<file path="src/rtl/regfile_wb_ctrl_if.sv">
// rtl/regfile_wb_ctrl_if.sv - writeback request, register file write and hazard bundle
//
// Purpose: groups every signal of regfile_wb_ctrl except clk/rst.
// Ports (master = producer/decoder side, slave = regfile_wb_ctrl):
//   in_valid/in_ready/in_rd/in_data  writeback request handshake
//   wb_stall                         register file busy this cycle
//   rd/wr_data/wr_en                 registered register file write port
//   rs/rt, hz_a/hz_b, fwd_a/fwd_b    decoder read selects, hazard flags, forwarded data
//   count                            pending entry count 0..4
interface regfile_wb_ctrl_if;
  logic        in_valid;
  logic        in_ready;
  logic [4:0]  in_rd;
  logic [31:0] in_data;
  logic        wb_stall;
  logic [4:0]  rd;
  logic [31:0] wr_data;
  logic        wr_en;
  logic [4:0]  rs;
  logic [4:0]  rt;
  logic        hz_a;
  logic        hz_b;
  logic [31:0] fwd_a;
  logic [31:0] fwd_b;
  logic [2:0]  count;

  modport master (
    output in_valid, in_rd, in_data, wb_stall, rs, rt,
    input  in_ready, rd, wr_data, wr_en, hz_a, hz_b, fwd_a, fwd_b, count
  );

  modport slave (
    input  in_valid, in_rd, in_data, wb_stall, rs, rt,
    output in_ready, rd, wr_data, wr_en, hz_a, hz_b, fwd_a, fwd_b, count
  );
endinterface

</file>
<file path="src/rtl/regfile_wb_ctrl.sv">
// rtl/regfile_wb_ctrl.sv - 4-entry writeback queue with hazard detection and optional forwarding
//
// Purpose: buffers {rd, data} writebacks in arrival order and drains them into the
// register file write port when wb_stall is low. Flags pending writes to the
// decoder's rs/rt selects.
// Ports:
//   clk  - single clock, rising edge
//   rst  - synchronous active-high reset
//   bus  - regfile_wb_ctrl_if.slave (request handshake, write port, hazards, count)
// Configuration macro: REGFILE_WB_FWD_EN - when defined, fwd_a/fwd_b carry the data of
// the youngest live entry matching rs/rt; otherwise they are tied to 0.
module regfile_wb_ctrl (
  input  logic              clk,
  input  logic              rst,
  regfile_wb_ctrl_if.slave  bus
);

  logic [4:0]  ent_rd_q   [4];
  logic [4:0]  ent_rd_d   [4];
  logic [31:0] ent_data_q [4];
  logic [31:0] ent_data_d [4];
  logic [1:0]  wr_ptr_q, wr_ptr_d;
  logic [1:0]  rd_ptr_q, rd_ptr_d;
  logic [2:0]  count_q, count_d;
  logic [4:0]  rd_q, rd_d;
  logic [31:0] wr_data_q, wr_data_d;
  logic        wr_en_q, wr_en_d;

  logic        in_ready;
  logic        push;
  logic        pop;
  logic [1:0]  age [4];
  logic [3:0]  live;
  logic [3:0]  match_a;
  logic [3:0]  match_b;

  // Readiness looks only at the registered count so it never depends on a same-cycle pop.
  always_comb begin
    in_ready = (count_q < 3'd4) && !rst;
    push     = bus.in_valid && in_ready && (bus.in_rd != 5'd0);
    pop      = (count_q != 3'd0) && !bus.wb_stall;
  end

  // age 0 is the head; an entry is live if it lies inside the occupied window and
  // is not the head leaving on this edge.
  always_comb begin
    for (int i = 0; i < 4; i++) begin
      age[i]     = 2'(i) - rd_ptr_q;
      live[i]    = ({1'b0, age[i]} < count_q) && !(pop && (age[i] == 2'd0));
      match_a[i] = live[i] && (bus.rs != 5'd0) && (ent_rd_q[i] == bus.rs);
      match_b[i] = live[i] && (bus.rt != 5'd0) && (ent_rd_q[i] == bus.rt);
    end
  end

  assign bus.hz_a = |match_a;
  assign bus.hz_b = |match_b;

`ifdef REGFILE_WB_FWD_EN
  logic [31:0] fwd_a;
  logic [31:0] fwd_b;

  // Walk from oldest to youngest so the last hit (youngest) wins.
  always_comb begin
    fwd_a = 32'd0;
    fwd_b = 32'd0;
    for (int k = 0; k < 4; k++) begin
      for (int i = 0; i < 4; i++) begin
        if (age[i] == 2'(k)) begin
          if (match_a[i]) fwd_a = ent_data_q[i];
          if (match_b[i]) fwd_b = ent_data_q[i];
        end
      end
    end
  end

  assign bus.fwd_a = fwd_a;
  assign bus.fwd_b = fwd_b;
`else
  assign bus.fwd_a = 32'd0;
  assign bus.fwd_b = 32'd0;
`endif

  always_comb begin
    ent_rd_d   = ent_rd_q;
    ent_data_d = ent_data_q;
    if (push) begin
      ent_rd_d[wr_ptr_q]   = bus.in_rd;
      ent_data_d[wr_ptr_q] = bus.in_data;
    end

    wr_ptr_d = push ? wr_ptr_q + 2'd1 : wr_ptr_q;
    rd_ptr_d = pop  ? rd_ptr_q + 2'd1 : rd_ptr_q;

    case ({push, pop})
      2'b10:   count_d = count_q + 3'd1;
      2'b01:   count_d = count_q - 3'd1;
      default: count_d = count_q;
    endcase

    // Write port only ever sees the registered head; nothing is bypassed from the input.
    wr_en_d   = pop;
    rd_d      = rd_q;
    wr_data_d = wr_data_q;
    if (pop) begin
      rd_d      = ent_rd_q[rd_ptr_q];
      wr_data_d = ent_data_q[rd_ptr_q];
    end
  end

  // Entry storage needs no reset: validity comes from the pointers and count.
  always_ff @(posedge clk) begin
    ent_rd_q   <= ent_rd_d;
    ent_data_q <= ent_data_d;
  end

  always_ff @(posedge clk) begin
    if (rst) begin
      wr_ptr_q  <= 2'd0;
      rd_ptr_q  <= 2'd0;
      count_q   <= 3'd0;
      rd_q      <= 5'd0;
      wr_data_q <= 32'd0;
      wr_en_q   <= 1'b0;
    end else begin
      wr_ptr_q  <= wr_ptr_d;
      rd_ptr_q  <= rd_ptr_d;
      count_q   <= count_d;
      rd_q      <= rd_d;
      wr_data_q <= wr_data_d;
      wr_en_q   <= wr_en_d;
    end
  end

  assign bus.in_ready = in_ready;
  assign bus.rd       = rd_q;
  assign bus.wr_data  = wr_data_q;
  assign bus.wr_en    = wr_en_q;
  assign bus.count    = count_q;

endmodule

</file>
<file path="src/flat_wrapper.sv">
// flat-port wrapper written by rule: the top's interface ports become plain ports
module regfile_wb_ctrl_flat 
  (clk, rst, bus_in_valid, bus_in_rd, bus_in_data, bus_wb_stall, bus_rs, bus_rt, bus_in_ready, bus_rd, bus_wr_data, bus_wr_en, bus_hz_a, bus_hz_b, bus_fwd_a, bus_fwd_b, bus_count);
  regfile_wb_ctrl_if bus_i ();
  input  logic clk;
  input  logic rst;
  input wire logic [$bits(bus_i.in_valid)-1:0] bus_in_valid;
  input wire logic [$bits(bus_i.in_rd)-1:0] bus_in_rd;
  input wire logic [$bits(bus_i.in_data)-1:0] bus_in_data;
  input wire logic [$bits(bus_i.wb_stall)-1:0] bus_wb_stall;
  input wire logic [$bits(bus_i.rs)-1:0] bus_rs;
  input wire logic [$bits(bus_i.rt)-1:0] bus_rt;
  output wire logic [$bits(bus_i.in_ready)-1:0] bus_in_ready;
  output wire logic [$bits(bus_i.rd)-1:0] bus_rd;
  output wire logic [$bits(bus_i.wr_data)-1:0] bus_wr_data;
  output wire logic [$bits(bus_i.wr_en)-1:0] bus_wr_en;
  output wire logic [$bits(bus_i.hz_a)-1:0] bus_hz_a;
  output wire logic [$bits(bus_i.hz_b)-1:0] bus_hz_b;
  output wire logic [$bits(bus_i.fwd_a)-1:0] bus_fwd_a;
  output wire logic [$bits(bus_i.fwd_b)-1:0] bus_fwd_b;
  output wire logic [$bits(bus_i.count)-1:0] bus_count;
  assign bus_i.in_valid = bus_in_valid;
  assign bus_i.in_rd = bus_in_rd;
  assign bus_i.in_data = bus_in_data;
  assign bus_i.wb_stall = bus_wb_stall;
  assign bus_i.rs = bus_rs;
  assign bus_i.rt = bus_rt;
  assign bus_in_ready = bus_i.in_ready;
  assign bus_rd = bus_i.rd;
  assign bus_wr_data = bus_i.wr_data;
  assign bus_wr_en = bus_i.wr_en;
  assign bus_hz_a = bus_i.hz_a;
  assign bus_hz_b = bus_i.hz_b;
  assign bus_fwd_a = bus_i.fwd_a;
  assign bus_fwd_b = bus_i.fwd_b;
  assign bus_count = bus_i.count;
  regfile_wb_ctrl u_core (.clk(clk), .rst(rst), .bus(bus_i));
endmodule
</file>
<file path="config.mk">
export PLATFORM = sky130hd
export DESIGN_NAME = regfile_wb_ctrl_flat
export DESIGN_NICKNAME = d
export VERILOG_FILES = /design/src/rtl/regfile_wb_ctrl_if.sv /design/src/rtl/regfile_wb_ctrl.sv /design/src/flat_wrapper.sv
export SDC_FILE = /design/constraint.sdc
export NUM_CORES = 1
export LEC_CHECK = 0
export CORE_UTILIZATION = 50
export DETAILED_ROUTE_END_ITERATION = 8
export PLACE_DENSITY = 0.77
export SYNTH_ARGS = -nofsm -noshare
export SYNTH_HDL_FRONTEND = slang
export SYNTH_SLANG_ARGS = --single-unit
</file>
<file path="constraint.sdc">
create_clock -name clk -period 3.66 [get_ports clk]
set_input_delay 0.732 -clock clk [delete_from_list [all_inputs] [get_ports clk]]
set_output_delay 0.732 -clock clk [all_outputs]
set_load 0.02 [all_outputs]
</file>
## Yosys cells after proc, flatten, opt, wreduce, memory -nomap -nowiden

Index checks and enable logic that the tools add are counted.

| word-level totals | value |
|---|---|
| register bits after elaboration | 193 |
| output and inout port bits | 108 |
| word-level logic and storage cells | 101 |

| cells by class | value |
|---|---|
| $add $sub $neg | 8 |
| $lt $le $gt $ge | 8 |
| equal/unequal tests | 10 |
| muxes and demuxes | 13 |
| bitwise operators | 2 |
| reduce and logical (&&, ||, !) cells | 46 |

Operator list:

| kind | number |
|---|---|
| $bwmux W128 | 1 |
| $mux W32 | 3 |
| $bmux W32 S2 | 1 |
| $demux W32 S2 | 1 |
| $eq A5 B5 Y1 | 8 |
| $logic_and A1 B1 Y1 | 29 |
| $bwmux W20 | 1 |
| $mux W5 | 3 |
| $reduce_bool A5 Y1 | 3 |
| $lt A2 B3 Y1 | 4 |
| $bmux W5 S2 | 1 |
| $demux W5 S2 | 1 |
| $logic_not A2 Y1 | 4 |
| $reduce_or A4 Y1 | 2 |
| $ge A3 B3 Y1 const B | 2 |
| $logic_not A1 Y1 | 6 |
| $not A2 Y3 | 2 |
| $pmux W3 S2 | 1 |
| $add A2 B1 Y2 const B | 2 |
| $sub A1 B2 Y2 const A | 2 |
| $sub A2 B2 Y2 const A | 2 |
| $add A3 B1 Y3 const B | 1 |
| $lt A3 B1 Y1 const B | 1 |
| $lt A3 B3 Y1 const B | 1 |
| other kinds (5) | 5 |

## Longest topological paths before layout

| depth | value |
|---|---|
| depth in word-level cells | 8 |
| depth in mapped cells | 12 |
| gate-level depth less buffers | 10 |

## Worst setup path after synthesis

Ideal clock, no wire load.

| timing path | value |
|---|---|
| kind | reg2out |
| from | register u_core.rd_ptr_q[1] |
| to | output port bus_hz_a |
| arrival | 2642 ps |
| data required time | 2928 ps |
| slack | 286 ps |
| stages on the path, launching flop included | 12 |
| cells stage by stage | dfxtp_1 -> clkbuf_1 -> buf_2 -> inv_1 -> ha_1 -> inv_1 -> ha_1 -> a21oi_1 -> o2bb2ai_2 -> nor4_1 -> a31oi_1 -> a21oi_1 |

| on the way | value |
|---|---|
| word-level cells in the longest chain between the ends | 8 |

Ends and longest elaborated chain:

| item | RTL line | text |
|---|---|---|
| start, declared | regfile_wb_ctrl.sv:23 | `logic [1:0] rd_ptr_q, rd_ptr_d;` |
| start signal, assigned | regfile_wb_ctrl.sv:126 | `rd_ptr_q <= rd_ptr_d;` |
| parallel branches: the longest is 7 deep, another holds $lt A2 B3 Y1 | n/a |  |
| $reduce_or A4 Y1 (*) | regfile_wb_ctrl.sv:55 | `assign bus.hz_a = \|match_a;` |
| end, declared | flat_wrapper.sv:17 | `output wire logic [$bits(bus_i.hz_a)-1:0] bus_hz_a;` |

Every way passes the cells marked *.

==> impl_metrics.toml <==
[status]
status = "complete, no violations"

[synthesis]
avgSynthCellArea_sq_um = 14.5
yosysWarnings = 0
yosys.area.top_type_share = 0.540
yosys-top-cells-area = "edfxtp_1, dfxtp_1, mux4_2, buf_4, nand2_1"
synth_cell_types = 32
ys_seq_area_frac = 0.650
synth_area_sq_mm = 0.00823
synth.ff_latch_count = 193
postSynthCellCount = 567
yosysTopAreaCell = "edfxtp_1"

[finish]
antenna_cells = 0
drive_gt1_frac = 0.145
nFillCells = 1210
stdcell_count = 893
syn2layout_area_growth_pct = 18.8
fin_nets = 729

[floorplan]
die_h_um = 130
die-width_um = 130
pin_count = 159
fp.coreArea_sq_mm = 0.0160
num_rows = 46
die_area_sq_mm = 0.0170
start_util = 0.514

[grt]
overflow = 0
grt_max_degree = 46
grtUsageTotal = 0.199
antenna_found_initial = 0
first_global_vias = 4530
grt_pass1_wl_um = 24300

[place]
preCtsSetupSlack_ns = 0.0858
hpwl_um = 10600
placedCellCount = 861
gp_congestion = 0.868
port_buffers = 94

[critical_path]
crit_family = "compound AO/OA/AOI/OAI gates"
r2r_start = "u_core.bus.count[2]$_SDFFE_PP0P_"
critical_path_class = "reg2out"
reg2regPathDepth = 10
r2r-end = "u_core.bus.count[2]$_SDFFE_PP0P_"
crit_path_max_fanout = 7
critPathArrivalTime_ns = 2.73
end_kind = "output port"
cpPeakStageDelay_ns = 0.38
crit_path_top_delay_cell = "dfxtp_4"
crit_chain = "inv_1, ha_1, inv_1, ha_1, a21oi_1, o2bb2ai_2, nor4_1, a31oi_1, a21oi_1, clkbuf_2"
critPathBufInv = 3
r2r_slack_ns = 0.86
crit_required_ns = 2.93
worst_setup_path_start_kind = "flop"

[clock_network]
cts_tree = "yes"
clock_latency_ns = 0.42
cts.sinks = 193
clockBufferDepth = 2
clockRootBuffer = "clkbuf_16"
cts_hold_buf = 0
cts-buffers-inserted = 17
h-tree-depth = 4
clkTransAtPathRegs_ns = 0.07

[job]
max-cap-violations = 0

[route]
ant_nets = 0
drt_iter0_markers = 310
via_count = 4585
drtPass1Iterations = 4
wirelength_um = 15900
wl_per_cell_um = 17.8
avgViaCountPerCell = 5.13
drcViolationCount = 0

[hold_path]
whs_path_depth = 2
hp-start = "u_core.bus.wr_data[5]$_SDFFE_PP0P_"
hold_class = "reg2reg"
whs_endpoint = "u_core.bus.wr_data[5]$_SDFFE_PP0P_"

[pwr]
p_leak_nw = 3.31
power.density_mw_per_mm2 = 636
irDropWorstVdd_mv = 0.386

[sta]
finClkSkew_ns = 0.00688
hold_violations = 0
max_freq_mhz = 289
fin_crit_ns = 3.46
setup_violations = 0
timing.final.crit_share = 0.945
slew_violations = 0
setup_slack_ns = 0.203
relSlewSlack = 0.487
worstMarginPinSlew_ns = 0.770
rsz0062_at_grt = "false"
tns_ns = 0
sequential cells by signal, summed over array words and instances, names as in the netlist:
signal	flops
u_core.ent_rd_q	20
u_core.wr_ptr_q	2
u_core.ent_data_q	128
u_core.rd_ptr_q	2
u_core.bus.wr_en	1
u_core.bus.wr_data	32
u_core.bus.rd	5
u_core.bus.count	3
cell usage in the layout (no fill, tap or decap), types with 4 or more instances in the layout:
cell,instances
nor2_1,11
nand3_1,4
nand2_1,79
xor2_1,22
inv_1,9
xnor2_1,22
edfxtp_1,148
clkdlybuf4s50_1,91
a31oi_1,4
clkbuf_16,17
conb_1,64
ha_1,13
a21oi_1,47
nor4_1,8
clkbuf_8,4
clkbuf_1,4
and2_2,4
dfxtp_1,43
buf_4,19
mux4_2,37
kinds of logic (layout without fill, tap and decap cells):
logic type | count (synthesis) | after routing | share of synthesized area
mux | 37 | 37 | 0.101
flops | 193 | 193 | 0.650
compound gates | 57 | 57 | 0.0389
buf+inv | 108 | 155 | 0.0820
xor+xnor | 44 | 44 | 0.0468
fa+ha+maj | 14 | 14 | 0.0222
simple gates | 113 | 113 | 0.0586
other cells | 1 | 64 | 0.000456
stage by stage:
stage                     hold WS [ns]  area, sq um  power, W  utilization
after floorplan                  0.508         8460   0.00391            -
after global placement           0.442         9190   0.00441        0.574
after detailed placement         0.447         9190   0.00444        0.574
final                            0.452         9770   0.00622        0.611
after global routing             0.470         9770   0.00651        0.611
after CTS                        0.455         9780   0.00627        0.611
routing by layer:
layer / vias to the layer above / wire, um / global-route usage
met4: 0 / 148 / 0.0629
li1: 2111 / - / -
met3: 14 / 846 / 0.0484
met1: 2283 / 6770 / 0.245
met2: 177 / 8170 / 0.347
met5: - / 0 / 0
synthesized netlist by cell type, drive strengths merged:
master and instances:
nand2b 1, xor2 22, mux4 37, ha 13
xnor2 22, fa 1, o21ai 1, o2bb2ai 4
nor2 11, edfxtp 148, nand2 79, or4 2
inv 10, nand3 4, or3 1, and2 4
buf 79, clkbuf 19, a21oi 47, nor4 8
dfxtp 45, or2 1, a31oi 4, conb 1
o31ai 1, nor3 2
final cells by class:
cell class	instances	area (sq um)	share of cell area
Clock buffer	25	495	0.0507
Multi-Input combinational cell	329	2450	0.251
Inverter	10	40.0	0.00410
Tap cell	216	270	0.0277
Timing Repair Buffer	113	1070	0.109
Clock inverter	7	98.8	0.0101
Sequential cell	193	5350	0.548
worst max path at each step:
stage                               startpoint        to  slack [ns]  cells past startpoint
2_1_floorplan  u_core.rd_ptr_q[1]$_SDFFE_PP0P_  bus_hz_a        0.29                     11
3_3_place_gp                      bus_wb_stall  bus_hz_a         0.1                      8
3_5_place_dp                      bus_wb_stall  bus_hz_a        0.09                      8
4_1_cts        u_core.rd_ptr_q[0]$_SDFFE_PP0P_  bus_hz_a        0.09                     10
5_1_grt        u_core.rd_ptr_q[0]$_SDFFE_PP0P_  bus_hz_a        0.06                     10
6_report       u_core.rd_ptr_q[0]$_SDFFE_PP0P_  bus_hz_b        0.20                     10
timing repair:
item	CTS	global route
setup endpoints to repair	2	2
setup buffers	0	0
resized for setup	2	4
where the power goes:
part	total, W	switching, W	internal [W]
Combinational	0.00169	0.000946	0.000742
Sequential	0.00269	0.000117	0.00257
Clock	0.00184	0.000757	0.00109
Total	0.00622	0.00182	0.00440
worst reg2reg max path: stages (launching register included):
cell and delay (ns):
dfxtp_1 0.54, nor3_2 0.09, or2_2 0.32, inv_4 0.10, buf_4 0.39, ha_1 0.27
inv_1 0.06, fa_1 0.37, xor2_1 0.16, or3_1 0.30, a21oi_1 0.14
Power figures use the tool's default switching activity.
